## src/rtl/parity_frame_pkg.sv

```systemverilog
// Shared types and defaults for the even-parity frame controller.
package parity_frame_pkg;

    typedef enum logic [1:0] {
        IDLE   = 2'd0,
        DATA   = 2'd1,
        PARITY = 2'd2,
        STOP   = 2'd3
    } state_t;

    localparam int DEF_DATA_BITS = 8;
    localparam int DEF_CNT_W     = 8;

    // Bit-counter width; a one-bit word still needs a one-bit counter.
    function automatic int bit_cnt_width(input int n);
        return (n > 1) ? $clog2(n) : 1;
    endfunction

endpackage

```

## src/rtl/even_parity_tracker.sv

```systemverilog
// One-bit running parity of the bits fed through en; odd=1 means an odd count of ones.
module even_parity_tracker (
    input  logic clk,
    input  logic reset,
    input  logic clear,
    input  logic en,
    input  logic bit_in,
    output logic odd
);

    logic odd_q;
    logic odd_d;

    // Next odd flag: clear wins over a feed.
    always_comb begin
        odd_d = odd_q;
        if (clear) begin
            odd_d = 1'b0;
        end else if (en && bit_in) begin
            odd_d = ~odd_q;
        end else begin
            odd_d = odd_q;
        end
    end

    // Odd flag register.
    always_ff @(posedge clk or posedge reset) begin
        if (reset) begin
            odd_q <= 1'b0;
        end else begin
            odd_q <= odd_d;
        end
    end

    assign odd = odd_q;

endmodule

```

## src/rtl/parity_frame_controller.sv

```systemverilog
// Serial even-parity frame receiver with valid/ack output hold and overrun detection.
// Optional saturating error counter enabled by defining PARITY_ERR_COUNT_EN.
module parity_frame_controller
    import parity_frame_pkg::*;
#(
    parameter int DATA_BITS = DEF_DATA_BITS
`ifdef PARITY_ERR_COUNT_EN
    , parameter int CNT_W   = DEF_CNT_W
`endif
) (
    input  logic                 clk,
    input  logic                 reset,
    input  logic                 bit_en,
    input  logic                 rx_bit,
    input  logic                 frame_ack,
    output logic [DATA_BITS-1:0] data_out,
    output logic                 frame_valid,
    output logic                 parity_err,
    output logic                 frame_err,
    output logic                 overrun,
    output logic                 busy
`ifdef PARITY_ERR_COUNT_EN
    , output logic [CNT_W-1:0]   err_count
`endif
);

    localparam int CW = bit_cnt_width(DATA_BITS);
    localparam logic [CW-1:0] LAST_IDX = CW'(DATA_BITS - 1);

    state_t                state_q, state_d;
    logic [CW-1:0]         cnt_q, cnt_d;
    logic [DATA_BITS-1:0]  shift_q, shift_d, shift_next_s;
    logic [DATA_BITS-1:0]  data_q, data_d;
    logic                  valid_q, valid_d;
    logic                  perr_q, perr_d;
    logic                  ferr_q, ferr_d;
    logic                  ovr_q, ovr_d;
    logic                  busy_q, busy_d;
    logic                  trk_clear_s, trk_en_s, trk_odd_s;
    logic                  complete_s, accept_s;

    even_parity_tracker u_tracker (
        .clk    (clk),
        .reset  (reset),
        .clear  (trk_clear_s),
        .en     (trk_en_s),
        .bit_in (rx_bit),
        .odd    (trk_odd_s)
    );

    // LSB-first: new bits enter at the top so the first bit ends in bit 0.
    generate
        if (DATA_BITS > 1) begin : g_shift_wide
            assign shift_next_s = {rx_bit, shift_q[DATA_BITS-1:1]};
        end else begin : g_shift_one
            assign shift_next_s = rx_bit;
        end
    endgenerate

    // Next-state, shift, tracker control and output-hold logic.
    always_comb begin
        state_d     = state_q;
        cnt_d       = cnt_q;
        shift_d     = shift_q;
        data_d      = data_q;
        valid_d     = valid_q;
        perr_d      = perr_q;
        ferr_d      = ferr_q;
        ovr_d       = ovr_q;
        trk_clear_s = 1'b0;
        trk_en_s    = 1'b0;
        complete_s  = 1'b0;

        if (bit_en) begin
            case (state_q)
                IDLE: begin
                    if (!rx_bit) begin
                        state_d     = DATA;
                        cnt_d       = {CW{1'b0}};
                        trk_clear_s = 1'b1;
                    end else begin
                        state_d = IDLE;
                    end
                end
                DATA: begin
                    shift_d  = shift_next_s;
                    trk_en_s = 1'b1;
                    if (cnt_q == LAST_IDX) begin
                        cnt_d   = {CW{1'b0}};
                        state_d = PARITY;
                    end else begin
                        cnt_d   = cnt_q + {{(CW-1){1'b0}}, 1'b1};
                        state_d = DATA;
                    end
                end
                PARITY: begin
                    trk_en_s = 1'b1;
                    state_d  = STOP;
                end
                STOP: begin
                    complete_s = 1'b1;
                    state_d    = IDLE;
                end
                default: begin
                    state_d = IDLE;
                end
            endcase
        end else begin
            state_d = state_q;
        end

        // A completing frame is accepted when the slot is free or freed on this edge.
        accept_s = complete_s && (!valid_q || frame_ack);

        if (accept_s) begin
            data_d  = shift_q;
            perr_d  = trk_odd_s;
            ferr_d  = ~rx_bit;
            valid_d = 1'b1;
            ovr_d   = 1'b0;
        end else if (complete_s) begin
            ovr_d = 1'b1;
        end else if (frame_ack && valid_q) begin
            valid_d = 1'b0;
            perr_d  = 1'b0;
            ferr_d  = 1'b0;
            ovr_d   = 1'b0;
        end else begin
            valid_d = valid_q;
        end

        busy_d = (state_d != IDLE);
    end

    // State and output registers.
    always_ff @(posedge clk or posedge reset) begin
        if (reset) begin
            state_q <= IDLE;
            cnt_q   <= {CW{1'b0}};
            shift_q <= {DATA_BITS{1'b0}};
            data_q  <= {DATA_BITS{1'b0}};
            valid_q <= 1'b0;
            perr_q  <= 1'b0;
            ferr_q  <= 1'b0;
            ovr_q   <= 1'b0;
            busy_q  <= 1'b0;
        end else begin
            state_q <= state_d;
            cnt_q   <= cnt_d;
            shift_q <= shift_d;
            data_q  <= data_d;
            valid_q <= valid_d;
            perr_q  <= perr_d;
            ferr_q  <= ferr_d;
            ovr_q   <= ovr_d;
            busy_q  <= busy_d;
        end
    end

    assign data_out    = data_q;
    assign frame_valid = valid_q;
    assign parity_err  = perr_q;
    assign frame_err   = ferr_q;
    assign overrun     = ovr_q;
    assign busy        = busy_q;

`ifdef PARITY_ERR_COUNT_EN
    localparam logic [CNT_W-1:0] ERR_MAX = {CNT_W{1'b1}};

    logic [CNT_W-1:0] err_q, err_d;

    // Count accepted frames carrying any error; dropped frames never count.
    always_comb begin
        err_d = err_q;
        if (accept_s && (trk_odd_s || !rx_bit) && (err_q != ERR_MAX)) begin
            err_d = err_q + {{(CNT_W-1){1'b0}}, 1'b1};
        end else begin
            err_d = err_q;
        end
    end

    // Error counter register.
    always_ff @(posedge clk or posedge reset) begin
        if (reset) begin
            err_q <= {CNT_W{1'b0}};
        end else begin
            err_q <= err_d;
        end
    end

    assign err_count = err_q;
`endif

endmodule

```

## config.mk

```make
export PLATFORM = sky130hd
export DESIGN_NAME = parity_frame_controller
export DESIGN_NICKNAME = d
export VERILOG_FILES = /design/src/rtl/parity_frame_pkg.sv /design/src/rtl/even_parity_tracker.sv /design/src/rtl/parity_frame_controller.sv
export SDC_FILE = /design/constraint.sdc
export NUM_CORES = 1
export LEC_CHECK = 0
export BUFFER_PORTS_ARGS = -buffer_cell sky130_fd_sc_hd__clkbuf_2
export CAP_MARGIN = 10
export CORE_ASPECT_RATIO = 1.25
export CORE_MARGIN = 5
export CORE_UTILIZATION = 55
export CTS_CLUSTER_SIZE = 24
export DETAILED_ROUTE_END_ITERATION = 10
export GPL_ROUTABILITY_DRIVEN = 0
export GPL_TIMING_DRIVEN = 0
export PLACE_DENSITY = 0.77
export SLEW_MARGIN = 20
export SYNTH_ARGS = -nofsm -noshare
export SYNTH_HDL_FRONTEND = slang
export SYNTH_HIERARCHICAL = 1
export SYNTH_SLANG_ARGS = --single-unit
```

## constraint.sdc

```tcl
create_clock -name clk -period 1.62 [get_ports clk]
set_input_delay 0.162 -clock clk [delete_from_list [all_inputs] [get_ports clk]]
set_output_delay 0.162 -clock clk [all_outputs]
set_load 0.005 [all_outputs]
```

---- Word-level counts from Yosys, hierarchy flattened ----
Cells that the tools add are included.
word-level totals
  register bits after elaboration ......... 27
  input port bits ......................... 5
  logic and storage cells ................. 57
cells by class
  add/subtract/negate cells ............... 1
  eq/ne operators ......................... 6
  mux-type cells .......................... 23
  bitwise logic cells ..................... 2
  reductions and logical operators ........ 15
operator list
  kind                                                              number
  1-bit 2-to-1 mux                                                  17
  2-bit one-hot mux with 4 select lines                             1
  2-bit nonzero test                                                4
  3-bit 2-to-1 mux                                                  2
  3-bit one-hot mux with 2 select lines                             1
  2-bit == test (second input constant)                             2
  2-bit 2-to-1 mux                                                  2
  2-bit AND reduction                                               2
  3-bit by 1-bit adder with 3-bit output (second input constant)    1
  3-bit == test (second input constant)                             1
  1-bit logical AND                                                 3
  3-bit AND reduction                                               1
  3-bit nonzero test                                                1
  2-bit by 1-bit == test with 1-bit output (second input constant)  1
  2-bit logical NOT                                                 1
  2-bit by 1-bit != test with 1-bit output (second input constant)  1
  2-bit != test (second input constant)                             1
  1-bit inverter                                                    2
  2-bit OR reduction                                                1
  1-bit logical NOT                                                 1
  1-bit logical OR                                                  1

---- Logic depth before layout (Yosys ltp) ----
  depth after elaboration ................. 7
  depth in mapped cells ................... 6
  gate-level depth less buffers ........... 5

---- Cells and area by module ----
Netlist, hierarchy kept.
by module, submodules not included
  module                   instances  cells each  area each (µm²)  sequential area each (µm²)
  parity_frame_controller  1          95          1219.9           650.6
  even_parity_tracker      1          5           55.1             25.0

---- Worst setup path before layout ----
No wires, ideal clock.
  path kind ............................... flip-flop to flip-flop
  start point ............................. register state_q[1]
  end point ............................... register shift_q[0]
  library setup time ...................... 125 ps
  data arrival time ....................... 1271 ps
  data required time ...................... 1495 ps
  slack ................................... 224 ps
  cell stages (with the launch flop) ...... 6
  buffers on the path ..................... 1
  cells stage by stage .................... dfrtp_1 > inv_1 > ha_1 > buf_2 > nand2_2 > mux2_2
between the ends
  cells in the longest elaborated chain, start to end .. 2
RTL lines
  element                                   RTL line                        source
  from (decl)                               parity_frame_controller.sv:30   state_t state_q, state_d;
  from (signal assigned)                    parity_frame_controller.sv:148  state_q <= state_d;
  2-bit by 1-bit == test with 1-bit output  parity_frame_controller.sv:75   case (state_q)
  2-bit AND reduction (no line)             -
  to (signal assigned)                      parity_frame_controller.sv:140  shift_q <= {DATA_BITS{1'b0}};
  to (signal assigned)                      parity_frame_controller.sv:150  shift_q <= shift_d;
  to (decl)                                 parity_frame_controller.sv:32   logic [DATA_BITS-1:0] shift_q, shift_d, shift_next_s;
No other way between the ends.
A chain may end at the register's enable or synchronous reset.

---- Worst setup path in the final report ----
  start point ............................. register state_q[1]
  end point ............................... register shift_q[3]
The elaborated chain is that of the path after synthesis.

==> impl_results.md <==
- Cell variety after synth: 33
- Die W: 53.1 um
- PortBufs: 17
- Fin area: 1440 um^2
- #FFs+latches synth: 27
- Kind of critical path: flip-flop to flip-flop
- H-tree depth: 1
- DR vias/cell: 5.19
- Initial DRT Pass Iterations: 5
- Post-Layout Cell Count: 154
- Clk_lat worst skew: 320 ps
- Tot GR Track Use: 0.143
- Area growth, synth to finish: 13.2%
- # rows: 19
- Core ar.: 2210 um^2
- Worst hold slack: 8.50 ps
- Placed Instances: 148
- Total grt overflow: 0
- Hold_sp: frame_ack
- Clock root buffer: clkbuf_4
- Routed wire per std cell: 14.0 um
- Max cap viols: 0
- Ant. Diodes: 0
- Synth warnings: 6
- Syn Nets: 111
- DR vias: 799
- Synth Instances: 100
- Clock period minus worst slack: 1520 ps
- Cells along the critical path: inv_1 -> ha_1 -> buf_2 -> nand2_2 -> mux2_2
- Most common cell after layout, fill and taps aside: dfrtp_1
- DIE AREA: 3390 um^2
- Hold Path End: overrun$_DFFE_PP0P_
- Placed cell area: 1400 um^2
- Clock Path Buffers: 2
- Lkg Pwr: 0.752 nW
- First-pass GRT wire length: 3660 um
- I/O Pins: 18
- Worst path slowest cell: dfrtp_1
- Initial Utilization: 0.577
- Final wirelength: 2160 um
- Most frequent cells in the layout: 26 x dfrtp_1, 17 x clkbuf_2, 8 x mux2_4, 8 x nand2_1
- Power Dens Cells: 1260 nW/um^2
- Worst vdd ir: 872 uV
- CTS tree: yes
- Final Hold Viols: 0
- Arrival time worst endpoint: 1720 ps
- Synthesized area per cell: 12.7 um^2
- Worst reg2reg startpoint: state_q[1]$_DFF_PP0_
- Worst path max stage delay: 430 ps
- CP required: 1820 ps
- DR DRC count: 0
- Worst slew margin: 0.394
- Sink Count: 27
- CP bufs+invs: 2
- Setup Skew: 20.9 ps
- Worst setup EP type: flip-flop
- Util after Layout: 0.653
- Final setup TNS: 0 ps
- Final period util: 0.940
- Layout cells sized above 1: 0.366
- Clock transition at path regs: 150 ps
- CTS Buf Count: 3
- R2r setup slk: 100 ps
- Final setup fails: 0
- Largest net degree at the start of global routing: 27
- Antenna Violating Nets Remaining: 0
- Fin nets: 135
- Worst min path class: input pin to flip-flop
- Initial antenna violation count: 0
- Detailed Place HPWL: 1640 um
- Sequential share of the synthesized area: 0.530
- Die H: 63.8 um
- CP Max Fanout: 9
- Crit path max-delay family: flip-flops
- Hold path cells: 2
- Fmax: 657 MHz
- Vias in the first global route: 830
- Critical path startpoint category: flip-flop
- Filler cell count: 180
- R2r worst-path depth: 5
- RR Endpoint: shift_q[3]$_DFFE_PP0P_
- Synth Cell Area: 1270 um^2
- Status: finished clean
- Pins Over Slew Limit: 0
- Slew @ Worst Pin: 903 ps
- Initial DRC count: 6
==> registers in the layout, summed over array words and instances (netlist names) <==
register and flops:
busy 1, cnt_q 3, data_out 8, frame_err 1
frame_valid 1, overrun 1, parity_err 1, shift_q 8
state_q 2, u_tracker/odd 1
==> what timing repair did <==
item / 4_1_cts / 5_1_grt
endpoints found under the setup margin: 0 / 8
gates resized for setup: 0 / 1
hold buffers: 1 / 0
buffers inserted: 0 / 1
endpoints found under the hold margin: 1 / 0
==> Yosys cell counts <==
| cell type | instances | share of area |
|---|---|---|
| mux2_4 | 8 | 0.094 |
| buf_4 | 1 | 0.0059 |
| nand3_1 | 1 | 0.0039 |
| a21o_2 | 1 | 0.0069 |
| and2_1 | 1 | 0.0049 |
| o22ai_1 | 2 | 0.0098 |
| a21oi_1 | 5 | 0.020 |
| buf_12 | 1 | 0.016 |
| nor2_1 | 2 | 0.0059 |
| inv_1 | 6 | 0.018 |
| mux2_2 | 6 | 0.053 |
| and4b_1 | 1 | 0.0079 |
| buf_2 | 1 | 0.0039 |
| nor3_1 | 1 | 0.0039 |
| nor2b_4 | 1 | 0.011 |
| mux2_1 | 1 | 0.0088 |
| a21bo_1 | 1 | 0.0079 |
| o41ai_1 | 1 | 0.0069 |
| dfrtp_1 | 27 | 0.53 |
| a21bo_2 | 1 | 0.0079 |
| a22o_1 | 2 | 0.014 |
| o221ai_1 | 1 | 0.0069 |
| mux2i_1 | 1 | 0.0079 |
| a21oi_2 | 1 | 0.0069 |
| nand2b_1 | 1 | 0.0049 |
| and3_1 | 2 | 0.0098 |
| nor2b_1 | 1 | 0.0049 |
| o21ai_0 | 4 | 0.016 |
| nand3b_1 | 1 | 0.0059 |
| nand2_2 | 2 | 0.0098 |
| ha_1 | 6 | 0.059 |
| a21boi_1 | 1 | 0.0059 |
| nand2_1 | 8 | 0.024 |
==> report_power, final <==
part           internal (mW)  switching, mW
Sequential             0.852          0.131
Clock                 0.0960          0.180
Combinational          0.292          0.274
Total                   1.24          0.585
==> metal layers <==
| layer | track usage | vias to the layer above | wire length [um] |
|---|---|---|---|
| met3 | 0.0233 | 2 | 82 |
| met4 | 0.0575 | 0 | 17 |
| met5 | 0 | - | 0 |
| li1 | - | 400 | - |
| met1 | 0.168 | 384 | 927 |
| met2 | 0.253 | 13 | 1140 |
==> worst reg2reg max path, cell delays in order (launching register included) <==
cell and delay, ps:
dfrtp_1 430, inv_1 100, ha_1 170, buf_2 170
nand2_2 190, mux2_2 360
==> cell families after synthesis <==
kind of cell | synth area share
AOI/OAI and AO/OA | 0.108
DFF | 0.530
muxes | 0.164
adders and majority gates | 0.0589
buffers and inverters | 0.0432
and+or+nand+nor | 0.0962
==> metrics by stage <==
stage / power [mW] / setup slack [ps]
final: 1.82 / 97.7
after global routing: 1.97 / -7.05
after CTS: 1.85 / 61.3
after detailed placement: 1.57 / 77.7
after global placement: 1.51 / 125
after floorplan: 1.39 / 224
==> layout make-up <==
type                       count  area [um^2]  area share
buffer                         3         32.5      0.0225
clock buffer                   4         26.3      0.0182
inverter                       6         22.5      0.0156
multi-input combinational     64          544       0.377
sequential                    27          677       0.469
tap                           31         38.8      0.0269
timing repair buffer          19          103      0.0711
==> worst max-delay path by stage <==
stage / start / endpoint / slack (ps) / cells after the start
final: state_q[1]$_DFF_PP0_ / shift_q[3]$_DFFE_PP0P_ / 100 / 5
after global routing: state_q[1]$_DFF_PP0_ / shift_q[6]$_DFFE_PP0P_ / -7 / 5
after CTS: state_q[1]$_DFF_PP0_ / shift_q[6]$_DFFE_PP0P_ / 60 / 5
after detailed placement: state_q[1]$_DFF_PP0_ / shift_q[6]$_DFFE_PP0P_ / 80 / 5
after global placement: state_q[1]$_DFF_PP0_ / shift_q[0]$_DFFE_PP0P_ / 120 / 5
after floorplan: state_q[1]$_DFF_PP0_ / shift_q[0]$_DFFE_PP0P_ / 220 / 5
Power figures use the tool's default switching activity.
